$ cat src/rtl/puf_pkg.sv
// Shared types and defaults for the RO PUF measurement stage.
package puf_pkg;

    typedef enum logic [2:0] {
        IDLE,
        SETTLE,
        MEASURE,
        COMPARE,
        DONE
    } state_t;

    localparam int unsigned DEF_CNT_W      = 16;
    localparam int unsigned DEF_WINDOW     = 1024;
    localparam int unsigned DEF_SETTLE_CYC = 8;

    // Width of the shared settle/window timer.
    function automatic int unsigned timer_width(input int unsigned window,
                                                input int unsigned settle);
        int unsigned longest;
        longest = (window > settle) ? window : settle;
        return $clog2(longest + 1);
    endfunction

endpackage

$ cat src/rtl/ro_edge_counter.sv
// Synchronises one asynchronous RO output, detects rising edges and counts
// them into a saturating counter.
module ro_edge_counter
    import puf_pkg::*;
#(
    parameter int unsigned CNT_W = DEF_CNT_W
) (
    input  logic             clk,
    input  logic             rst_n,
    input  logic             ro,
    input  logic             clr,
    input  logic             cnt_en,
    output logic [CNT_W-1:0] count,
    output logic             sat
);

    logic sync1;
    logic sync2;
    logic prev;
    logic rise;

    always_ff @(posedge clk or negedge rst_n) begin
        if (!rst_n) begin
            sync1 <= 1'b0;
            sync2 <= 1'b0;
            prev  <= 1'b0;
        end else begin
            sync1 <= ro;
            sync2 <= sync1;
            prev  <= sync2;
        end
    end

    assign rise = sync2 & ~prev;
    assign sat  = (count == '1);

    // Counter is only cleared at measurement start, so sat reflects this run.
    always_ff @(posedge clk or negedge rst_n) begin
        if (!rst_n) begin
            count <= '0;
        end else if (clr) begin
            count <= '0;
        end else if (cnt_en && rise && !sat) begin
            count <= count + {{(CNT_W-1){1'b0}}, 1'b1};
        end
    end

endmodule

$ cat src/rtl/ro_puf_counter.sv
// RO pair measurement stage: gates the oscillators, counts edges over a fixed
// window and produces one PUF response bit.
module ro_puf_counter
    import puf_pkg::*;
#(
    parameter int unsigned CNT_W      = DEF_CNT_W,
    parameter int unsigned WINDOW     = DEF_WINDOW,
    parameter int unsigned SETTLE_CYC = DEF_SETTLE_CYC
) (
    input  logic             clk,
    input  logic             rst_n,
    input  logic             start,
    input  logic             ro_a,
    input  logic             ro_b,
    output logic             ro_en,
    output logic             busy,
    output logic             done,
    output logic             resp,
    output logic             tie,
    output logic             sat,
    output logic [CNT_W-1:0] count_a,
    output logic [CNT_W-1:0] count_b
);

    localparam int unsigned   TW          = timer_width(WINDOW, SETTLE_CYC);
    localparam logic [TW-1:0] SETTLE_LAST = TW'(SETTLE_CYC - 1);
    localparam logic [TW-1:0] WINDOW_LAST = TW'(WINDOW - 1);

    state_t        state;
    state_t        nstate;
    logic [TW-1:0] timer;
    logic          accept;
    logic          cnt_en;
    logic          sat_a;
    logic          sat_b;

    assign accept = (state == IDLE) && start;

    always_ff @(posedge clk or negedge rst_n) begin
        if (!rst_n) begin
            state <= IDLE;
        end else begin
            state <= nstate;
        end
    end

    always_comb begin
        nstate = state;
        case (state)
            IDLE:    if (start) nstate = SETTLE;
            SETTLE:  if (timer == SETTLE_LAST) nstate = MEASURE;
            MEASURE: if (timer == WINDOW_LAST) nstate = COMPARE;
            COMPARE: nstate = DONE;
            DONE:    nstate = IDLE;
            default: nstate = IDLE;
        endcase
    end

    always_comb begin
        ro_en  = 1'b0;
        busy   = 1'b1;
        done   = 1'b0;
        cnt_en = 1'b0;
        case (state)
            IDLE:    busy = 1'b0;
            SETTLE:  ro_en = 1'b1;
            MEASURE: begin
                ro_en  = 1'b1;
                cnt_en = 1'b1;
            end
            COMPARE: ro_en = 1'b0;
            DONE:    done = 1'b1;
            default: busy = 1'b0;
        endcase
    end

    // One timer serves both phases; it restarts on every state change.
    always_ff @(posedge clk or negedge rst_n) begin
        if (!rst_n) begin
            timer <= '0;
        end else if (state != nstate) begin
            timer <= '0;
        end else if (state == SETTLE || state == MEASURE) begin
            timer <= timer + {{(TW-1){1'b0}}, 1'b1};
        end
    end

    ro_edge_counter #(
        .CNT_W (CNT_W)
    ) u_cnt_a (
        .clk    (clk),
        .rst_n  (rst_n),
        .ro     (ro_a),
        .clr    (accept),
        .cnt_en (cnt_en),
        .count  (count_a),
        .sat    (sat_a)
    );

    ro_edge_counter #(
        .CNT_W (CNT_W)
    ) u_cnt_b (
        .clk    (clk),
        .rst_n  (rst_n),
        .ro     (ro_b),
        .clr    (accept),
        .cnt_en (cnt_en),
        .count  (count_b),
        .sat    (sat_b)
    );

    always_ff @(posedge clk or negedge rst_n) begin
        if (!rst_n) begin
            resp <= 1'b0;
            tie  <= 1'b0;
            sat  <= 1'b0;
        end else if (accept) begin
            resp <= 1'b0;
            tie  <= 1'b0;
            sat  <= 1'b0;
        end else if (state == COMPARE) begin
            resp <= (count_a > count_b);
            tie  <= (count_a == count_b);
            sat  <= sat_a | sat_b;
        end
    end

endmodule

$ cat config.mk
export PLATFORM = sky130hd
export DESIGN_NAME = ro_puf_counter
export DESIGN_NICKNAME = d
export VERILOG_FILES = /design/src/rtl/puf_pkg.sv /design/src/rtl/ro_edge_counter.sv /design/src/rtl/ro_puf_counter.sv
export SDC_FILE = /design/constraint.sdc
export NUM_CORES = 1
export LEC_CHECK = 0
export ABC_AREA = 1
export BUFFER_PORTS_ARGS = -buffer_cell sky130_fd_sc_hd__buf_2
export CAP_MARGIN = 20
export CORE_ASPECT_RATIO = 0.6
export CORE_UTILIZATION = 53
export DETAILED_ROUTE_END_ITERATION = 8
export GPL_ROUTABILITY_DRIVEN = 1
export GPL_TIMING_DRIVEN = 0
export PLACE_DENSITY = 0.74
export SLEW_MARGIN = 20
export SYNTH_ARGS = -nofsm -noshare
export SYNTH_HDL_FRONTEND = slang
export SYNTH_SLANG_ARGS = --single-unit
$ cat constraint.sdc
create_clock -name clk -period 4.7 [get_ports clk]
set_clock_uncertainty 0.2 [all_clocks]
set_input_delay 0.47 -clock clk [delete_from_list [all_inputs] [get_ports clk]]
set_output_delay 0.47 -clock clk [all_outputs]
set_load 0.01 [all_outputs]
* Yosys cells after proc, flatten, opt, wreduce, memory -nomap -nowiden
Cells that the tools add are included.
** Cells by class
- Add/subtract/negate cells :: 3
- Eq/ne operators :: 10
- Reductions and logical operators :: 15
- Muxes and demuxes :: 20
- Bitwise operators :: 5
- Magnitude comparators :: 1
** Operator list (count)
- $mux W16 :: 4
- $add A16 B1 Y16 const B :: 2
- $eq A16 B16 Y1 const B :: 2
- $mux W11 :: 2
- $eq A16 B16 Y1 :: 1
- $gt A16 B16 Y1 :: 1
- $pmux W3 S4 :: 1
- $add A11 B1 Y11 const B :: 1
- $eq A11 B10 Y1 const B :: 1
- $eq A11 B3 Y1 const B :: 1
- $mux W1 :: 10
- $mux W3 :: 3
- $reduce_bool A2 Y1 :: 4
- $eq A3 B2 Y1 const B :: 2
- $logic_and A1 B1 Y1 :: 5
- $reduce_or A4 Y1 :: 1
- $eq A3 B1 Y1 const B :: 1
- $eq A3 B3 Y1 const B :: 1
- $logic_not A3 Y1 :: 1
- $ne A3 B3 Y1 :: 1
- $and A1 B1 Y1 :: 2
- $logic_not A1 Y1 :: 2
- $not A1 Y1 :: 2
- $reduce_or A2 Y1 :: 1
- 2 further kinds :: 2
** Storage, ports and cells
- Logic and storage cells :: 67
- Input port bits :: 5
- Register bits after elaboration :: 55
- Output and inout bits :: 38

* Logic depth before layout (Yosys ltp)
- Depth after elaboration :: 6
- Depth in mapped cells :: 11
- Gate-level depth less buffers :: 11

* By module
Synthesis repeated with hierarchy kept, for this count alone.
** Unflattened totals
- Cell total of the unflattened synthesis :: 497
- Area total of the unflattened synthesis :: 3622.2 sq um
** By module, submodules not included
- ro_edge_counter :: times used 2, cells an instance 159, area each 1109.8 sq um, seq. area each 475.5 sq um
- ro_puf_counter :: times used 1, cells an instance 179, area each 1402.6 sq um, seq. area each 425.4 sq um

* Least setup slack after synthesis
Ideal clock, no wire load.
- Path type :: register to register
- Start :: register u_cnt_b.count[0]
- End :: register u_cnt_b.count[9]
- Arrival time :: 1536 ps
- Cell stages (with the launch flop) :: 10
- Period minus slack after synthesis :: 1853 ps
- Required time :: 4383 ps
- Buffers on the path :: 1
- Slack :: 2847 ps
- Setup time :: 117 ps
- Path through :: dfrtp_1 > ha_1 > nand3_1 > nor3_2 > nand3_2 > nand2_4 > nand2_4 > buf_6 > nand2_1 > nand2_1
** Between the ends
- Word-level cells in the longest chain between the ends :: 4
- Elaborated cells on any way between the ends :: 7
** RTL lines
- start, declared :: line ro_edge_counter.sv:13 : output logic [CNT_W-1:0] count,
- start signal, assigned :: line ro_edge_counter.sv:44 : count <= count + {{(CNT_W-1){1'b0}}, 1'b1};
- branches (longest 4 deep; another with $add A16 B1 Y16)
Several ways; the timed one is not identified. The select of a mux whose other input is x is not followed.
A chain may end at the register's enable or synchronous reset.

* Worst setup path in the final report
- Start :: register state[2]
- End :: output ro_en
** Between the ends
- Word-level cells in the longest chain between the ends :: 3
- Elaborated cells on any way between the ends :: 4
** RTL lines
- start, declared :: line ro_puf_counter.sv:29 : state_t state;
- start signal, assigned :: line ro_puf_counter.sv:43 : state <= nstate;
- $eq A3 B1 Y1 or $eq A3 B2 Y1 (tied branches) :: line ro_puf_counter.sv:64 : case (state)
- $reduce_or A2 Y1 (no line) *
- $mux W1 * :: line ro_puf_counter.sv:64
- end, declared :: line ro_puf_counter.sv:15 : output logic ro_en,
Every way passes the cells marked *; elsewhere a longest branch is shown, timed or not.

==> flow_summary.ini <==
[synth]
synth_top_area_share_pct = 38.5
avgSynthCellArea_um2 = 7.72
postSynth.asyncResetShare_pct = 100
synthFlopType = dfrtp_1
syn_nets = 487
synth-xor-area-share_pct = 3.92
synthTopCellsByCount = nand2_1 (108), dfrtp_1 (55), inv_1 (51)
synth_top_family_by_area = simple AND/OR/NAND/NOR gates
synth_area_leaders = dfrtp_1 (39%), nand2_1 (11%), ha_1 (6.7%)
synth-edff-count = 0
yosys.area.top_type = dfrtp_1
synth_warnings = 0
syn_area_um2 = 3570
postSynthCellCount = 463
synthDistinctLibCells = 36
ys_ff_latch = 55
ys_seq_area_share_pct = 38.5
synth_mux_area_share_pct = 0
synth.most_common_cell = nand2_1
synth_compound_area_share_pct = 9.87
synthSimpleGateAreaFrac_pct = 33.1
synthAdderAreaFrac_pct = 6.65

[grt]
grt_pass1_wl_um = 15100
grt_max_degree = 56
grt_pass1_vias = 3026
grt_overflow = 0
grt_antenna_before_repair = 0
grt_usage_pct = 28.1

[route]
first_iter_violations = 277
vias_per_cell = 5.72
final_antenna_net_count = 0
drc = 0
first_pass_iters = 6
num_vias = 3412
wirelength_um = 9360
wl_per_cell_um = 15.7

[final_layout]
layout-drive-gt1-share_pct = 18.5
fin_area_um2 = 4010
area_delta_synth_final_pct = 12.1
antennaDiodeCount = 0
final_nets = 536

[timing]
tns_ns = 0
period_share_pct = 49.4
setup_viol_count_final = 0
finalCriticalPeriod_ns = 2.32
worst_slew_pin_slew_ns = 0.703
slew_headroom_pct = 53.1
hold-worst-slack_ns = -0.00236
hold_viol = 5
clock.fmax_mhz = 431
maxSlewViolCount = 0
rsz0062_at_grt = no

[clock_tree]
post_cts_buffers = 0
cts_buffers = 5
cts-root-buf = clkbuf_8
insertion_delay_ns = 0.32
cts.repair.resized = 0
cts_sinks = 55
h-tree-depth = 2
cts_hold_buf = 0
cts_tree = built
path_clk_slew_ns = 0.11
cts.path.max_buffers = 2

[floorplanning]
io_pins = 43
die_w_um = 108
chipHeight_um = 65.6
die_area_um2 = 7090
core_region_area_um2 = 6300
initial_core_util_pct = 56.7
rows = 22

[outcome]
outcome = finished with violations
failed_checks = negative hold slack

[setup_path]
setup.worst_path.start_class = flop
required_ns = 4.03
worst_r2r_path_depth = 9
r2r-end = u_cnt_b.count[9]$_DFFE_PN0P_
reg2reg_from = u_cnt_b.count[0]$_DFFE_PN0P_
worst-setup-path-type = flop to output pin
critPathCaptureType = output pin
crit_path_max_fanout = 10
arrival_ns = 1.65
reg2reg_slack_ns = 2.47

[placed_design]
placed_area_um2 = 3890
place_congestion = 0.883
port_buffers = 42
dpl.hpwl_um = 6960

[power_and_ir_drop]
leakage_uw = 0.00197
powerDensity_nw_per_um2 = 322
irDropWorstVdd_v = 0.000304

[job]
max_cap_viol_count = 0

[min_path]
hp-class = input port to asynchronous set/reset pin
-- registers in the layout, indices dropped and copies added (netlist names) --
name and count:
timer 11, tie 1, u_cnt_b.sync1 1, u_cnt_b.prev 1, u_cnt_a.count 16, u_cnt_a.sync1 1
u_cnt_a.sync2 1, u_cnt_a.prev 1, resp 1, sat 1, u_cnt_b.count 16, u_cnt_b.sync2 1
state 3
-- cell families after synthesis --
logic type	after synthesis
adder cells (fa/ha/maj)	19
AND/OR/NAND/NOR	252
AO/OA/AOI/OAI	56
XOR/XNOR	16
buffers and inverters	65
flip-flops	55
-- how the worst max path moves through the flow --
stage	startpoint	to	slack, ns	depth (start not counted)
2_1_floorplan	u_cnt_b.count[0]$_DFFE_PN0P_	u_cnt_b.count[9]$_DFFE_PN0P_	2.85	9
3_3_place_gp	u_cnt_b.count[0]$_DFFE_PN0P_	u_cnt_b.count[9]$_DFFE_PN0P_	2.59	9
3_5_place_dp	u_cnt_b.count[0]$_DFFE_PN0P_	u_cnt_b.count[9]$_DFFE_PN0P_	2.55	9
4_1_cts	state[0]$_DFF_PN0_	ro_en	2.42	5
5_1_grt	state[2]$_DFF_PN0_	ro_en	2.30	5
6_report	state[2]$_DFF_PN0_	ro_en	2.38	5
-- metrics by stage --
stage	worst slack (ns)	hold WS (ns)	power [uW]	util, %	cells
global placement	2.59	0.133	940	61.7	589
detailed placement	2.55	0.150	955	61.8	589
CTS	2.42	0.0251	1290	63.6	597
floorplan	2.85	-0.0256	821	-	463
global route	2.30	0.0375	1360	63.6	597
finish	2.38	-0.00236	1290	63.6	597
-- critical path: stages, from the launching register on --
cell,delay (ns)
dfrtp_1,0.42
inv_1,0.13
nand3_1,0.16
nand2_1,0.25
buf_4,0.22
buf_2,0.14
-- cell usage in the layout, fill, tap and decap left out, types with 2 or more instances in the layout --
master and count:
a21oi_1 11, a31oi_1 2, buf_2 43, buf_4 4
buf_6 2, clkbuf_8 5, dfrtp_1 55, ha_1 19
inv_1 51, inv_2 4, nand2_1 108, nand2_2 4
nand2_4 4, nand3_1 38, nand3_2 2, nand4_1 22
nor2_1 48, nor3_1 17, nor3_2 4, o21ai_0 17
o21ai_1 5, o21ai_2 12, o21bai_1 4, xor2_1 16
-- area by class of cell --
cell class,count,area (um2)
clock buffers,5,68.8
repair buffers,42,213
flip-flops and latches,55,1380
multi-input cells,343,1910
clock inverters,3,46.3
inverters,56,211
well taps,84,105
plain buffers,9,73.8
fillers,545,2300
-- routing by layer --
layer / track usage (%) / wire (um) / vias to the layer above
li1: - / - / 1624
met1: 44.2 / 4640 / 1615
met2: 40.0 / 3780 / 162
met3: 4.76 / 871 / 11
met4: 4.79 / 69 / 0
met5: 0 / 0 / -
-- power by group --
group | switching (uW) | total [uW] | internal, uW
Clock | 175 | 336 | 161
Combinational | 212 | 344 | 132
Sequential | 88.6 | 610 | 522
No activity file was read; power rests on OpenSTA's default activity.
